[config.mk]
export PLATFORM = sky130hd
export DESIGN_NAME = mix_columns_iter
export DESIGN_NICKNAME = d
export VERILOG_FILES = /design/src/rtl/mix_columns_iter.sv
export SDC_FILE = /design/constraint.sdc
export NUM_CORES = 1
export LEC_CHECK = 0
export CORE_MARGIN = 2
export CORE_UTILIZATION = 53
export CTS_CLUSTER_DIAMETER = 40
export CTS_CLUSTER_SIZE = 25
export DETAILED_ROUTE_END_ITERATION = 8
export PLACE_DENSITY = 0.81
export REMOVE_ABC_BUFFERS = 1
export SLEW_MARGIN = 20
export SYNTH_ARGS = -nofsm -noshare
export SYNTH_HDL_FRONTEND = slang
export SYNTH_SLANG_ARGS = --single-unit
[constraint.sdc]
create_clock -name clk -period 3.1 [get_ports clk]
set_input_delay 0.62 -clock clk [delete_from_list [all_inputs] [get_ports clk]]
set_output_delay 0.62 -clock clk [all_outputs]
set_load 0.1 [all_outputs]
[src/rtl/mix_columns_iter.sv]
// AES MixColumns stage that mixes COLS_PER_CYCLE columns per clock.
// A start/busy/done handshake faces the round controller. A bypass path
// serves the final round, where the state passes through unmixed.
module mix_columns_iter #(
   parameter int unsigned COLS_PER_CYCLE = 1
) (
   input  logic         clk,
   input  logic         rst,
   input  logic         start,
   input  logic         bypass,
   input  logic [127:0] state_in,
   output logic [127:0] state_out,
   output logic         busy,
   output logic         done
);

   localparam int unsigned STATE_W  = 128;
   localparam int unsigned COL_W    = 32;
   localparam int unsigned NUM_COLS = 4;
   localparam int unsigned CNT_W    = 2;
   localparam int unsigned N_STEPS  = NUM_COLS / COLS_PER_CYCLE;
   localparam logic [CNT_W-1:0] LAST_STEP = CNT_W'(N_STEPS - 1);

   // Only a whole number of steps that divides the four columns is supported
   generate
      if (COLS_PER_CYCLE != 1 && COLS_PER_CYCLE != 2 && COLS_PER_CYCLE != 4) begin : g_bad_cols
         $error("mix_columns_iter: COLS_PER_CYCLE must be 1, 2 or 4");
      end
   endgenerate

   typedef enum logic {
      ST_IDLE = 1'b0,
      ST_MIX  = 1'b1
   } state_t;

   // Multiply by x in GF(2^8) with the AES reduction polynomial
   function automatic logic [7:0] xtime(input logic [7:0] b);
      return {b[6:0], 1'b0} ^ (b[7] ? 8'h1B : 8'h00);
   endfunction

   // Mix one column; row 0 sits in the most significant byte
   function automatic logic [COL_W-1:0] mix_col(input logic [COL_W-1:0] c);
      logic [7:0] a0, a1, a2, a3;
      logic [7:0] r0, r1, r2, r3;
      a0 = c[31:24];
      a1 = c[23:16];
      a2 = c[15:8];
      a3 = c[7:0];
      r0 = xtime(a0) ^ (xtime(a1) ^ a1) ^ a2 ^ a3;
      r1 = a0 ^ xtime(a1) ^ (xtime(a2) ^ a2) ^ a3;
      r2 = a0 ^ a1 ^ xtime(a2) ^ (xtime(a3) ^ a3);
      r3 = (xtime(a0) ^ a0) ^ a1 ^ a2 ^ xtime(a3);
      return {r0, r1, r2, r3};
   endfunction

   state_t               r_state;
   state_t               w_state_nxt;
   logic                 w_accept;
   logic                 w_step;
   logic                 w_finish;

   logic [CNT_W-1:0]     r_cnt;
   logic [STATE_W-1:0]   r_work;
   logic                 r_bypass;
   logic [STATE_W-1:0]   r_state_out;
   logic                 r_busy;
   logic                 r_done;

   logic [6:0]           w_col_lsb;
   logic [STATE_W-1:0]   w_work_mixed;
   logic [STATE_W-1:0]   w_result;

   assign state_out = r_state_out;
   assign busy      = r_busy;
   assign done      = r_done;

   // FSM state register
   always_ff @(posedge clk or negedge rst) begin
      if (!rst) begin
         r_state <= ST_IDLE;
      end else begin
         r_state <= w_state_nxt;
      end
   end

   // Next-state and control strobes
   always_comb begin
      w_state_nxt = r_state;
      w_accept    = 1'b0;
      w_step      = 1'b0;
      w_finish    = 1'b0;
      case (r_state)
         ST_IDLE: begin
            if (start) begin
               w_accept    = 1'b1;
               w_state_nxt = ST_MIX;
            end
         end
         ST_MIX: begin
            w_step = 1'b1;
            if (r_cnt == LAST_STEP) begin
               w_finish    = 1'b1;
               w_state_nxt = ST_IDLE;
            end
         end
         default: begin
            w_state_nxt = ST_IDLE;
         end
      endcase
   end

   // Replace the columns owned by the current step with their mixed values
   always_comb begin
      w_work_mixed = r_work;
      w_col_lsb    = 7'd0;
      for (int unsigned j = 0; j < COLS_PER_CYCLE; j++) begin
         w_col_lsb = 7'((NUM_COLS - 1 - (32'(r_cnt) * COLS_PER_CYCLE + j)) * COL_W);
         w_work_mixed[w_col_lsb +: COL_W] = mix_col(r_work[w_col_lsb +: COL_W]);
      end
   end

   // Final-round operations skip the mixing entirely
   assign w_result = r_bypass ? r_work : w_work_mixed;

   // Working register, step counter and registered handshake outputs
   always_ff @(posedge clk or negedge rst) begin
      if (!rst) begin
         r_cnt       <= '0;
         r_work      <= '0;
         r_bypass    <= 1'b0;
         r_state_out <= '0;
         r_busy      <= 1'b0;
         r_done      <= 1'b0;
      end else begin
         r_done <= 1'b0;
         if (w_accept) begin
            r_work   <= state_in;
            r_bypass <= bypass;
            r_busy   <= 1'b1;
            r_cnt    <= bypass ? LAST_STEP : '0;
         end else if (w_step) begin
            r_work <= w_result;
            if (w_finish) begin
               r_cnt       <= '0;
               r_state_out <= w_result;
               r_busy      <= 1'b0;
               r_done      <= 1'b1;
            end else begin
               r_cnt <= CNT_W'(r_cnt + 2'd1);
            end
         end
      end
   end

endmodule

## Word level (Yosys, flattened, before mapping)

Cells that the tools add are included.

| cells by class | value |
|---|---|
| add/sub/neg operators | 3 |
| equal/unequal tests | 1 |
| shift-type cells | 3 |
| muxes and demuxes | 25 |
| bitwise logic cells | 22 |
| reductions and logical operators | 4 |

Operators by type and width:

| cell | count |
|---|---|
| 2-to-1 mux 128 bit | 3 |
| bitwise mux 128 bit | 1 |
| variable shift 32 x 9 -> 128 bit (first input constant) | 1 |
| variable part select 128 x 8 -> 32 bit | 1 |
| variable part select 32 x 9 -> 128 bit | 1 |
| XOR 8 bit | 16 |
| XOR 8 x 5 -> 8 bit | 4 |
| 2-to-1 mux 5 bit | 4 |
| 2-to-1 mux 1 bit | 12 |
| negator 7 -> 9 bit | 1 |
| 2-to-1 mux 2 bit | 4 |
| nonzero test 2 bit | 2 |
| AND reduction 3 bit | 1 |
| adder 2 x 1 -> 2 bit (second input constant) | 1 |
| equality test 2 bit (second input constant) | 1 |
| NOT 1 bit | 2 |
| one-hot mux 1 bit (2 select lines) | 1 |
| AND reduction 2 bit | 1 |
| subtractor 2 bit (first input constant) | 1 |

| storage, ports and cells | value |
|---|---|
| bits in registers | 262 |

## Logic depth before layout (Yosys ltp)

Gate-level depths: netlist of the first run.

| logic depth | value |
|---|---|
| depth in word-level cells | 13 |
| gate-level depth with buffers | 10 |
| depth with buffers taken out | 6 |

## Worst setup path before layout of the first run

OpenSTA, ideal clock, no wires.

| path | value |
|---|---|
| path type | flip-flop to flip-flop |
| start | register r_cnt[0] |
| end | register r_work[101] |
| library setup time | 91 ps |
| arrival | 2258 ps |
| slack | 751 ps |
| cell stages (with the launch flop) | 7 |
| path buffers | 2 |
| clock period less this slack | 2349 ps |
| path through | dfrtp_1 -> buf_6 -> buf_8 -> mux4_2 -> xor2_1 -> xor3_1 -> o221ai_1 |

| on the way | value |
|---|---|
| word-level cells in the longest chain between the ends | 13 |
| elaborated cells between the ends (all ways) | 33 |
| classes of those cells | add/sub: 2; shift: 3; mux: 8; bitwise: 20 |

Ends and longest elaborated chain:

| element | line | source |
|---|---|---|
| start: declaration | 62 | `logic [CNT_W-1:0] r_cnt;` |
| start signal: assignment | 140 | `r_cnt <= bypass ? LAST_STEP : '0;` |
| start signal: assignment | 149 | `r_cnt <= CNT_W'(r_cnt + 2'd1);` |
| subtractor 2 bit (*) | 117 | `w_col_lsb = 7'((NUM_COLS - 1 - (32'(r_cnt) * COLS_PER_CYCLE + j)) * COL_W);` |
| variable part select 128 x 8 -> 32 bit | 118 | `w_work_mixed[w_col_lsb +: COL_W] = mix_col(r_work[w_col_lsb +: COL_W]);` |
| 2-to-1 mux 5 bit | 38 | `return {b[6:0], 1'b0} ^ (b[7] ? 8'h1B : 8'h00);` |
| XOR 8 x 5 -> 8 bit | 38 |  |
| XOR 8 bit, on equally long branches (4 in a row) | 52, 49 |  |
| variable part select 32 x 9 -> 128 bit | 118 |  |
| bitwise mux 128 bit (*) | 118 |  |
| 2-to-1 mux 128 bit (*) | 123 | `assign w_result = r_bypass ? r_work : w_work_mixed;` |
| 2-to-1 mux 128 bit (*) | 141 | `end else if (w_step) begin` |
| 2-to-1 mux 128 bit (*) | 136 | `if (w_accept) begin` |
| end signal: assignment | 137 | `r_work <= state_in;` |
| end signal: assignment | 142 | `r_work <= w_result;` |
| end: declaration | 63 | `logic [STATE_W-1:0] r_work;` |

Every way passes the cells marked *; elsewhere a longest branch is shown, timed or not. The select of a mux whose other input is x is not followed.
A chain may end at the register's enable or synchronous reset.

## Worst setup path in the final report of the first run

| path | value |
|---|---|
| start | register r_cnt[0] |
| end | register r_work[24] |

Same word-level chain as after synthesis.

==> metrics.txt, run 1 <==
Avg Cell Area, Syn 11.1 um2; Worst Setup Start Kind register; Post-CTS Setup Inserts 0; I/O pins 262; Setup Skew 0.0151 ns; final setup violation count 0; most frequent cells in the layout 259 x dfrtp_1, 175 x nand3_1, 161 x nand2_1; Final Wtd Congestion 0.885; CP Data Required Time 3.50 ns; sequential fraction of the synthesis area 47.2%; Peak Freq 354 MHz; DR WL/cell 23.7 um; tightest hold margin 0.0211 ns; CTS tree built; antenna violations before repair 1; Clock Latency Late Sink 0.51 ns; Vias 11875; initial detailed-routing violation count 1169; # Max-Cap Violations 0; data arrival time of the worst path 3.23 ns; RSZ-0062 raised after global routing no; PortBufs 261; die height 166 um; setup slack, reg-to-reg 0.27 ns; number of vias per cell 6.51; final slew viol count 0; most common cell after layout, fill and taps aside dfrtp_1; Synth top area share 47.2%; CP Class reg -> reg; hpwl dp 28500 um; Core ar. 25900 um2; status complete, no violations; Synth Register Bits 262; top cells by area, synth dfrtp_1 47%, mux2i_1 7.0%, nand3_1 6.4%; final period utilization 91.1%; WL final 43300 um; crit path max fanout 10; CTS Sinks 262; minimum clock period 2.83 ns; worst-case reg-to-reg path depth 4; CTS clk-pin slew, worst paths 0.06 ns; Min-Delay Path Class in -> async; global-route usage over all layers 30.8%; largest area contributor in the netlist dfrtp_1; grt total ovfl 0; clock tree buffer depth 3; capturing point of the worst reg2reg path r_work[24]$_DFFE_PN0P_; Yosys cell types 40; Crit. End Element register; layout cells sized above 1 19.4%; fin nets 1603; CTS resizes 0; Rows 59; pin count of the biggest net entering global routing 123; relative max-transition margin 36.6%; first-pass GRT wire length 67500 um; H-tree Lvls 2; Initial Utilization 53.6%; Area growth syn-to-layout 27.3%; DRT Pass-1 Iters 5; Die Footprint 27500 um2; drt drc 0; Mapped Cells 1247; worst-margin pin slew 0.947 ns; cts bufs inserted 34; vias in the first global route 11812; Chip Width 166 um; yosys warns 0; synthesized area 13900 um2; Hold Vio Cnt, Final 0; CTS Root Buffer Type clkbuf_16; CTS Hold Bufs 0; ANT nets after route 0; Reg-to-Reg Start r_cnt[0]$_DFFE_PN0P_
==> cell type report <==
cell class                      count  area [um2]
Fill cell                        1904        8230
Multi-Input combinational cell    865        6880
Sequential cell                   262        6560
Timing Repair Buffer              298        2650
Clock buffer                       44         980
Tap cell                          335         419
Clock inverter                     15         174
Inverter                            5        21.3
Antenna cell                        1        2.50
==> sequential cells by signal, indices dropped and copies added (netlist names) <==
name       count
busy           1
r_cnt          2
state_out    128
done           1
r_work       128
r_state        1
r_bypass       1
==> metal layers <==
layer / global-route usage [%] / share of wire, %
met1: 41.5 / 39
met2: 49.7 / 49
met3: 7.58 / 9.5
met4: 9.91 / 2.6
met5: 0 / 0
==> critical path, stage by stage (launching register included) <==
cell and delay, ns:
dfrtp_2 0.58, mux4_2 0.71, xor2_1 0.54, xnor3_1 0.63, o221ai_1 0.25
==> worst max path at each step <==
stage          cells past startpoint                 start                       to  slack, ns
5_1_grt                            5  r_cnt[0]$_DFFE_PN0P_  r_work[108]$_DFFE_PN0P_       0.21
3_3_place_gp                       5  r_cnt[0]$_DFFE_PN0P_   r_work[34]$_DFFE_PN0P_       0.41
4_1_cts                            4  r_cnt[0]$_DFFE_PN0P_   r_work[24]$_DFFE_PN0P_       0.30
6_report                           4  r_cnt[0]$_DFFE_PN0P_   r_work[24]$_DFFE_PN0P_       0.27
3_5_place_dp                       4  r_cnt[0]$_DFFE_PN0P_   r_work[24]$_DFFE_PN0P_       0.30
2_1_floorplan                      3     r_state$_DFF_PN0_    r_work[0]$_DFFE_PN0P_      -6.07
==> cells in the mapped netlist (all sizes together) <==
library cell and count:
xor2 13, inv 4, buf 14, a21boi 12
a22oi 26, o22ai 41, nand3b 1, nor2 33
nand3 177, mux4 32, clkinv 1, o221ai 95
nor2b 16, or4 2, a21oi 31, a22o 16
mux2i 97, dfrtp 262, xnor3 34, o21ai 28
xnor2 15, nand2b 3, a211oi 12, nand2 165
clkbuf 101, xor3 10, a31oi 1, ha 5
==> per-stage QoR <==
stage          worst slack, ns  setup TNS [ns]  cells  utilization, %  cell area (um2)
3_5_place_dp             0.298               0   1765            63.8            16500
5_1_grt                  0.206               0   1824            68.2            17700
3_3_place_gp             0.411               0   1765            63.8            16500
4_1_cts                  0.299               0   1824            68.2            17700
2_1_floorplan            -6.07        -1167.03   1132               -            13400
6_report                 0.275               0   1825            68.3            17700
==> kinds of logic after synthesis <==
kind of cell    synth area share [%]
fa+ha+maj                      0.450
simple gates                    12.7
compound gates                  14.0
buf+inv                         3.53
xor+xnor                        9.92
flops                           47.2
mux                             12.2
Power of run 1 is not shown: default switching activity piles up to over one toggle a cycle in this logic, so the estimate is an artifact.
==> inputs of run 2 (changes only) <==
- CORE_UTILIZATION: 53 -> 57
- PLACE_DENSITY: 0.81 -> 0.86
- clock period: 3.1 -> 3.3 ns (I/O delays scaled with it)
==> metrics.txt, run 2 (synthesized netlist as in run 1, its figures left out) <==
DR WL/cell 23.2 um; Peak Freq 330 MHz; Min-Delay Path Class in -> async; Setup Skew 0.0172 ns; met1 Use GR 43.9%; grt total ovfl 0; ANT nets after route 0; grt met3 use 6.60%; CTS tree built; slowest CP cell mux4_2; busiest grt layer met2; Crit. End Element register; CP max stage delay 0.72 ns; WL final 41900 um; # Max-Cap Violations 0; layout cells sized above 1 18.8%; Area growth syn-to-layout 26.4%; RSZ-0062 raised after global routing no; antenna violations before repair 0; I/O pins 262; ANT cells 0; vias in the first global route 11729; drt drc 0; minimum clock period 3.03 ns; critical path cell sequence buf_12, mux4_2, xor2_1, xnor3_1, o221ai_1; final setup violation count 0; status complete, no violations; initial detailed-routing violation count 1120; CTS Root Buffer Type clkbuf_16; Clock Latency Late Sink 0.50 ns; Reg-to-Reg Start r_cnt[0]$_DFFE_PN0P_; DRT Pass-1 Iters 6; Die Footprint 25600 um2; CTS Sinks 262; Hold Vio Cnt, Final 0; crit path max fanout 38; Chip Width 160 um; die height 160 um; M2 GR Usage 53.7%; pin count of the biggest net entering global routing 123; final period utilization 91.7%; fin nets 1591; Final Wtd Congestion 0.859; Worst Setup Start Kind register; CTS resizes 0; Initial Utilization 57.6%; CTS clk-pin slew, worst paths 0.06 ns; Final Util 72.8%; Core ar. 24100 um2; most frequent cells in the layout 259 x dfrtp_1, 175 x nand3_1, 161 x nand2_1; relative max-transition margin 31.6%; PortBufs 261; CP Class reg -> reg; Rows 57; H-tree Lvls 2; CTS Hold Bufs 0; Post-CTS Setup Inserts 0; most common cell after layout, fill and taps aside dfrtp_1; Vias 11814; fill cell instance count of the final layout 1633; first-pass GRT wire length 66100 um; data arrival time of the worst path 3.43 ns; CP Data Required Time 3.70 ns; clock tree buffer depth 3; Worst Setup SP r_cnt[0]$_DFFE_PN0P_; worst-margin pin slew 1.03 ns; global-route usage over all layers 32.7%; number of vias per cell 6.55; hpwl dp 26900 um; cts bufs inserted 35; final slew viol count 0
==> run 2: changes by cell type in the layout (fill, tap and decap cells not counted), moves of 2 or more <==
| cell | previous run | this run |
|---|---|---|
| inv_8 | 2 | 0 |
| inv_6 | 2 | 5 |
| clkbuf_16 | 35 | 37 |
| clkbuf_8 | 7 | 3 |
| buf_4 | 160 | 146 |
| clkinv_4 | 2 | 4 |
| clkinv_2 | 2 | 5 |
| clkbuf_1 | 2 | 4 |
| bufinv_16 | 2 | 0 |
==> run 2: layout make-up <==
class                           count  area [um2]  share of cell area (%)
Inverter                            5        21.3                   0.121
Sequential cell                   262        6560                    37.4
Clock inverter                     18         143                   0.812
Timing Repair Buffer              285        2560                    14.6
Clock buffer                       44         982                    5.59
Multi-Input combinational cell    865        6880                    39.2
Tap cell                          324         405                    2.31
==> run 2: metal layers <==
metal  vias up  share of wire, %
met2       776                49
met3        99               9.3
met5         -                 0
met1      5854                39
met4         0               3.2
li1       5085                 -
==> run 2: worst max-delay path: cells and delay by family, from the launching register on <==
family	cells	cell delay (ns)
mux	1	0.72
compound gates	1	0.26
flops	1	0.42
xor+xnor	2	1.19
buf+inv	1	0.32
==> run 2: path summary, 6_finish.rpt <==
kind	endpoint	slack, ns	depth (start not counted)
max in group asynchronous	r_work[71]$_DFFE_PN0P_	2.23	2
hold / removal	done$_DFF_PN0_	0.09	1
setup / recovery	r_work[24]$_DFFE_PN0P_	0.27	5
hold reg to reg	state_out[35]$_DFFE_PN0P_	0.47	2
setup reg to reg	r_work[24]$_DFFE_PN0P_	0.27	5
min in group clk	state_out[35]$_DFFE_PN0P_	0.47	2
==> run 2: stage by stage <==
stage               cell area, um2  setup TNS [ns]  std cells  hold slack (ns)  setup WS [ns]
detailed placement           16400               0       1741            0.464          0.354
global placement             16400               0       1741            0.463          0.491
floorplan                    13400        -1114.63       1132            0.364          -5.87
CTS                          17600               0       1803            0.124          0.299
global route                 17600               0       1803            0.138          0.234
finish                       17600               0       1803           0.0947          0.273
Power of run 2 is left out for the same reason.
==> inputs of run 3 (changes only) <==
--- a/config.mk
+++ b/config.mk
@@ -8,3 +8,3 @@
 export CORE_MARGIN = 2
-export CORE_UTILIZATION = 57
+export CORE_UTILIZATION = 45
 export CTS_CLUSTER_DIAMETER = 40
@@ -12,3 +12,3 @@
 export DETAILED_ROUTE_END_ITERATION = 8
-export PLACE_DENSITY = 0.86
+export PLACE_DENSITY = 0.71
 export REMOVE_ABC_BUFFERS = 1
--- a/constraint.sdc
+++ b/constraint.sdc
@@ -3,2 +3,2 @@
 set_output_delay 0.66 -clock clk [all_outputs]
-set_load 0.1 [all_outputs]
+set_load 0.05 [all_outputs]
==> metrics.txt, run 3 (synthesized netlist as in run 1, its figures left out) <==
Initial Utilization 45.5%; dpl ws 0.441 ns; final instance area 18200 um2; pin count of the biggest net entering global routing 103; ANT cells 0; grt met3 use 5.79%; WL final 43900 um; DRT Pass-1 Iters 5; Peak Freq 346 MHz; most frequent cells in the layout 259 x dfrtp_1, 259 x clkdlybuf4s50_1, 175 x nand3_1; final setup violation count 0; met1 Use GR 37.3%; DR WL/cell 23.3 um; Setup Skew 0.0259 ns; die height 180 um; PortBufs 261; CP Class reg -> reg; M2 GR Usage 43.4%; CTS Root Buffer Type clkbuf_16; minimum clock period 2.89 ns; vias in the first global route 11606; fin nets 1597; Min-Delay Path Class in -> async; I/O pins 262; cts bufs inserted 40; Clock Latency Late Sink 0.53 ns; RSZ-0062 raised after global routing no; clock tree buffer depth 3; first-pass GRT wire length 69100 um; final period utilization 87.5%; final slew viol count 0; Vias 11594; H-tree Lvls 2; Die Footprint 32300 um2; Hold Vio Cnt, Final 0; Worst Setup SP r_cnt[0]$_DFFE_PN0P_; ANT nets after route 0; crit path max fanout 64; Final Util 59.7%; Post-CTS Setup Inserts 0; CTS Hold Bufs 0; # Max-Cap Violations 0; CTS resizes 0; Final Wtd Congestion 0.871; worst-margin pin slew 1.02 ns; Reg-to-Reg Start r_cnt[0]$_DFFE_PN0P_; status complete, no violations; antenna violations before repair 3; Chip Width 180 um; CTS clk-pin slew, worst paths 0.06 ns; drt drc 0; grt total ovfl 0; layout cells sized above 1 10.8%; relative max-transition margin 32.3%; TNS Setup 0 ns; Worst Setup Start Kind register; Rows 64; data arrival time of the worst path 3.30 ns; CTS Sinks 262; Crit. End Element register; post-route setup slack 0.411 ns; placed instance area 16900 um2; Core ar. 30500 um2; busiest grt layer met2; number of vias per cell 6.15; CP Data Required Time 3.71 ns; hpwl dp 27800 um; global-route usage over all layers 27.1%; Area growth syn-to-layout 31.1%; CTS tree built; initial detailed-routing violation count 1229
run 3: cell types whose count changed in the layout (fill, tap and decap cells not counted), sizes merged:
cell           change
clkbuf             +2
clkinvlp           +1
bufinv             +2
inv                +6
clkdlybuf4s50    +130
clkinv             -2
buf              -129
run 3: layout make-up:
cell class	instances	area (um2)
clock buffer	46	1080
clock inverter	25	259
fill	2461	12300
inverter	5	21.3
multi-input combinational	865	6880
sequential	262	6560
tap	396	495
timing repair buffer	286	2920
run 3: worst max-delay path, stage by stage, from the launching register on:
cell      delay (ns)
dfrtp_2         0.37
buf_12          0.30
ha_1            0.30
nand2_4         0.30
or4_2           0.73
buf_4           0.39
o221ai_1        0.33
run 3: layer usage:
metal | vias up | share of wire (%)
li1 | 5101 | -
met1 | 5828 | 42
met2 | 579 | 48
met3 | 80 | 7.7
met4 | 6 | 2.4
met5 | - | 0.10
run 3: through the flow:
step	cells	hold slack, ns
4_1_cts	1885	0.164
3_5_place_dp	1814	0.461
2_1_floorplan	1132	0.364
3_3_place_gp	1814	0.460
5_1_grt	1885	0.183
6_report	1885	0.131
run 3: worst paths after layout:
check                                            end  slack [ns]  depth (start not counted)
min in group clk           state_out[50]$_DFFE_PN0P_        0.47                          2
setup / recovery              r_work[16]$_DFFE_PN0P_        0.41                          6
hold / removal                        done$_DFF_PN0_        0.13                          1
hold reg to reg            state_out[50]$_DFFE_PN0P_        0.47                          2
setup reg to reg              r_work[16]$_DFFE_PN0P_        0.41                          6
max in group asynchronous      r_work[7]$_DFFE_PN0P_        2.29                          2
Power of run 3 is left out for the same reason.
